--- src/rtl/imm_decode_stage.sv ---
// rtl/imm_decode_stage.sv - opcode classify + immediate generation feeding a two-entry skid buffer
// Immediate generator and decode-stage buffer controller for the ID/EX boundary.

module imm_operand_unit (
    input  logic [31:7] instr,
    input  logic [2:0]  imm_type,
    output logic [31:0] imm
);
    always_comb begin
        case (imm_type)
            3'd2:    imm = {{20{instr[31]}}, instr[31:20]};
            3'd3:    imm = {{20{instr[31]}}, instr[31:25], instr[11:7]};
            3'd4:    imm = {{19{instr[31]}}, instr[31], instr[7], instr[30:25], instr[11:8], 1'b0};
            3'd5:    imm = {instr[31:12], 12'h000};
            3'd6:    imm = {{11{instr[31]}}, instr[31], instr[19:12], instr[20], instr[30:21], 1'b0};
            default: imm = 'x;
        endcase
    end
endmodule

module imm_decode_stage (
    input  logic        clk,
    input  logic        rst,
    input  logic        flush,
    input  logic        in_valid,
    output logic        in_ready,
    input  logic [31:0] in_instr,
    input  logic [31:0] in_pc,
    output logic        out_valid,
    input  logic        out_ready,
    output logic [31:0] out_imm,
    output logic [2:0]  out_type,
    output logic [31:0] out_pc,
    output logic        out_illegal,
    output logic [15:0] decoded_cnt,
    output logic [7:0]  illegal_cnt
);
    localparam logic [2:0] NOTYPE = 3'd0;
    localparam logic [2:0] RTYPE  = 3'd1;
    localparam logic [2:0] ITYPE  = 3'd2;
    localparam logic [2:0] STYPE  = 3'd3;
    localparam logic [2:0] BTYPE  = 3'd4;
    localparam logic [2:0] UTYPE  = 3'd5;
    localparam logic [2:0] JTYPE  = 3'd6;

    typedef enum logic [1:0] {EMPTY, ONE, TWO} state_t;

    state_t      state, state_next;
    logic [2:0]  dec_type;
    logic        dec_illegal;
    logic [31:0] gen_imm;
    logic [31:0] dec_imm;
    logic        push, pop;

    logic [31:0] sec_imm;
    logic [2:0]  sec_type;
    logic [31:0] sec_pc;
    logic        sec_illegal;

    always_comb begin
        dec_type    = NOTYPE;
        dec_illegal = 1'b0;
        case (in_instr[6:0])
            7'b0010011, 7'b0000011, 7'b1100111: dec_type = ITYPE;
            7'b0100011:                         dec_type = STYPE;
            7'b1100011:                         dec_type = BTYPE;
            7'b0110111, 7'b0010111:             dec_type = UTYPE;
            7'b1101111:                         dec_type = JTYPE;
            7'b0110011:                         dec_type = RTYPE;
            default:                            dec_illegal = 1'b1;
        endcase
    end

    imm_operand_unit u_imm (
        .instr    (in_instr[31:7]),
        .imm_type (dec_type),
        .imm      (gen_imm)
    );

    // Generator leaves types without an immediate undefined; pin them to zero.
    assign dec_imm = (dec_type == RTYPE || dec_type == NOTYPE) ? 32'h0 : gen_imm;

    assign out_valid = (state != EMPTY);
    assign push      = in_valid && in_ready;
    assign pop       = out_valid && out_ready;

    always_comb begin
        state_next = state;
        case (state)
            EMPTY:   if (push) state_next = ONE;
            ONE: begin
                if (push && !pop)      state_next = TWO;
                else if (!push && pop) state_next = EMPTY;
            end
            TWO:     if (pop) state_next = ONE;
            default: state_next = EMPTY;
        endcase
        if (flush) state_next = EMPTY;
    end

    always_ff @(posedge clk) begin
        if (rst) begin
            state    <= EMPTY;
            in_ready <= 1'b1;
        end else begin
            state    <= state_next;
            in_ready <= (state_next != TWO);
        end
    end

    always_ff @(posedge clk) begin
        if (rst) begin
            out_imm     <= 32'h0;
            out_type    <= NOTYPE;
            out_pc      <= 32'h0;
            out_illegal <= 1'b0;
            sec_imm     <= 32'h0;
            sec_type    <= NOTYPE;
            sec_pc      <= 32'h0;
            sec_illegal <= 1'b0;
            decoded_cnt <= 16'h0;
            illegal_cnt <= 8'h0;
        end else begin
            if (!flush) begin
                case (state)
                    EMPTY, ONE: begin
                        // In ONE a simultaneous pop frees the head, so the new entry lands there.
                        if (push && (state == EMPTY || pop)) begin
                            out_imm     <= dec_imm;
                            out_type    <= dec_type;
                            out_pc      <= in_pc;
                            out_illegal <= dec_illegal;
                        end else if (push) begin
                            sec_imm     <= dec_imm;
                            sec_type    <= dec_type;
                            sec_pc      <= in_pc;
                            sec_illegal <= dec_illegal;
                        end
                    end
                    TWO: begin
                        if (pop) begin
                            out_imm     <= sec_imm;
                            out_type    <= sec_type;
                            out_pc      <= sec_pc;
                            out_illegal <= sec_illegal;
                        end
                    end
                    default: ;
                endcase
            end
            if (pop) begin
                decoded_cnt <= decoded_cnt + 16'd1;
                if (out_illegal && illegal_cnt != 8'hFF)
                    illegal_cnt <= illegal_cnt + 8'd1;
            end
        end
    end
endmodule

--- config.mk ---
export PLATFORM = sky130hd
export DESIGN_NAME = imm_decode_stage
export DESIGN_NICKNAME = d
export VERILOG_FILES = /design/src/rtl/imm_decode_stage.sv
export SDC_FILE = /design/constraint.sdc
export NUM_CORES = 1
export LEC_CHECK = 0
export CORE_ASPECT_RATIO = 0.7
export CORE_MARGIN = 8
export CORE_UTILIZATION = 45
export DETAILED_ROUTE_END_ITERATION = 12
export PLACE_DENSITY = 0.76
export SLEW_MARGIN = 10
export SYNTH_ARGS = -nofsm -noshare
export SYNTH_HDL_FRONTEND = slang
export SYNTH_HIERARCHICAL = 1
export SYNTH_SLANG_ARGS = --single-unit
--- constraint.sdc ---
create_clock -name clk -period 2.45 [get_ports clk]
set_input_delay 0.735 -clock clk [delete_from_list [all_inputs] [get_ports clk]]
set_output_delay 0.735 -clock clk [all_outputs]
set_load 0.02 [all_outputs]
==> run metrics <==
DR iter-0 viols=707; dpl hpwl=approximately 14000 µm; worst r2r src=decoded_cnt[1]; synth cell count leaders=186 x nand2_1, 163 x dfxtp_1, 58 x nor2_1, 52 x a21oi_1; Port-buffer cells=about 160; # diodes=0; instance count on the critical path=9; total wire length=21000 µm; minimum clock period=approximately 2400 ps; setup tns final=0 ps; CP Launch Point=in_instr[6]; Core ar.=around 15000 µm²; initial core utilization=0.458; first-pass GRT wire length=33300 µm; root buffer cell=clkbuf_16; syn avg cell area=between 8 and 9 µm²; CP required=about 2700 ps; Final nets=1048; Via density=between 5 and 6; largest net degree at the start of global routing=76; Final setup violation count=0; share of cells above drive strength 1=0.117; die extent in x=between 150 and 200 µm; actual slew at the worst max-slew pin=521 ps; Distinct cells, synth=61; Layout Skew=approximately 11 ps; outcome=finished clean; CTS tree=built; Worst Slack Setup Final=between 70 and 80 ps; pre-CTS WS=-608 ps; hold_buf cts=0; top cells by area, synth=dfxtp_1 46%, nand2_1 9.9%, a32o_1 5.0%, a311oi_1 4.5%, a22oi_1 3.8%; Worst Setup EP=sec_imm[20]; routed vias=roughly 6.6k; First-pass DRT Iterations=5; Setup Crit Path Kind=input port to register; Die ar.=between 20000 and 25000 µm²; Worst Reg-to-Reg Cells=6; CP Capture Type=register; Synth top area share=0.462; CP Max Fanout=11; CTS H-tree depth=4; gr ovfl total=0; final hold violations=0; # IOs=163; Power Density=620 nW/µm²; crit start category=input port; CP max stage delay=roughly 310 ps; YS warnings=6; Worst EP arrival=between 2000 and 3000 ps; max-cap violations=0; Post-synth EDFFs=0; GPL Wtd Cong=approximately 0.81; worst hold path class=register to register; Area after DPL=between 9000 and 10000 µm²; top-count cell post-synth=nand2_1; DR WL/cell=roughly 18 µm; Syn Nets=between 800 and 900; area grow syn2layout=39.4%; Die H=121 µm; Final Max Slew Viols=0; antenna-violating nets left=0; worst r2r dst=decoded_cnt[12]; Max Clock Freq=roughly 420 MHz; crit-path cells=dlygate4sd2_1 > and3b_2 > a32o_2 > buf_12 > and3b_2 > nor2b_4 > buf_12 > a21o_1 > a32o_1; Mapped Area=between 7000 and 8000 µm²; synthesized flop and latch total=between 150 and 200; slew margin rel.=0.643; largest area contributor in the netlist=dfxtp_1; clk sink count=163; Clock Latency Late Sink=410 ps; clock-pin slew on the worst setup and hold paths=60 ps; gr usage total=0.201; Lkg Pwr=3.55 nW; vias in the first global route=between 6k and 7k; antenna violations before repair=0; Crit-path slowest cell=dlygate4sd2_1; CP Buf/Inv Count=3; VDD IR max=between 0.4 and 0.5 mV; Post-synth top flop=dfxtp_1; Top Family by Delay on Critical Path=compound AO/OA/AOI/OAI gates; Seq/Total Area, Yosys=0.462; Rows=38; ys async rst share=0; Finished Cell Area=between 9000 and 10000 µm²; Clock Path Buffers=2; RSZ-0062 raised after global routing=no; Period Utilization, post-route=0.971; Post-Syn Instances=813; total CTS buffers=17; DRC viols=0; Worst R2R Setup Slack=roughly 690 ps
-- kinds of logic (layout without fill, tap and decap cells) --
family / after synthesis / count (layout) / share of synthesized area
AO/OA/AOI/OAI: 237 / 237 / 0.247
XOR/XNOR: 15 / 15 / 0.0212
adder cells (fa/ha/maj): 2 / 2 / 0.00354
buffers and inverters: 76 / 253 / 0.0550
flip-flops: 163 / 163 / 0.462
multiplexers: 6 / 6 / 0.00885
AND/OR/NAND/NOR: 314 / 314 / 0.203
-- where the power goes --
part	internal, W	switching [W]	total [W]
registers	0.00270	0.0000326	0.00274
clock network	0.00154	0.00116	0.00270
logic	0.000325	0.000351	0.000676
-- metal layers --
layer  GRT usage  share of wire
met1       0.273           0.47
met2       0.313           0.46
met3      0.0595          0.067
met4      0.0419         0.0054
met5           0              0
-- worst min path at each step --
stage                           start          end  slack [ps]  cells past startpoint
final                      sec_pc[24]   sec_pc[24]         450                      2
after CTS                  sec_pc[15]   sec_pc[15]         460                      2
after detailed placement   sec_pc[27]   sec_pc[27]         450                      2
after global routing       sec_pc[22]   sec_pc[22]         470                      2
after global placement     sec_pc[20]   sec_pc[20]         440                      2
after floorplan           sec_illegal  sec_illegal         440                      2
-- cell type report --
cell class              instances  area [µm²]
fillers                      1287        5590
flip-flops and latches        163        3260
clock buffers                  18         429
clock inverters                14         168
repair buffers                215        2200
multi-input cells             574        3520
well taps                     200         250
inverters                       6        22.5
-- stage by stage --
step	hold WS, ps	std cells	utilization	total power, W
2_1_floorplan	437	813	-	0.00311
3_3_place_gp	442	1156	0.594	0.00345
3_5_place_dp	447	1156	0.594	0.00346
4_1_cts	456	1189	0.636	0.00615
5_1_grt	473	1190	0.638	0.00630
6_report	454	1190	0.638	0.00611
-- placed cells by master (no fill, tap or decap), types with 5 or more instances in the layout --
cell type          n
dfxtp_1          163
buf_4             39
nand3_1            8
clkbuf_16         17
a32o_1            34
nor2_1            56
xor2_1             8
o21ai_1           20
a21oi_1           49
o21ai_0           15
or4_1              5
dlygate4sd2_1      5
nand4_1            5
clkdlybuf4s50_1  154
inv_1              6
a22oi_1           36
buf_12            15
a21o_1            11
a311oi_1          36
inv_6              5
o31ai_1            5
nand2_1          186
a31o_1             8
nor2b_1            8
xnor2_1            6
and3_1             8
-- repair_timing --
item	4_1_cts	5_1_grt
pin swaps	1	2
buffers inserted	1	1
setup endpoints to repair	58	16
resized for setup	12	6
-- sequential cells by signal (all words and copies together), names as in the netlist --
register     cells
in_ready         1
out_pc          32
out_illegal      1
sec_illegal      1
state            2
sec_imm         32
decoded_cnt     16
illegal_cnt      8
out_type         3
sec_pc          32
out_imm         32
sec_type         3
-- worst reg2reg max path, cell delays in order, from the launching register on --
cell and delay (ps):
dfxtp_1 420, ha_1 200, and3_1 280, nand2_2 100, buf_4 150, or3_1 350
a21oi_1 180
Power figures use the tool's default switching activity.
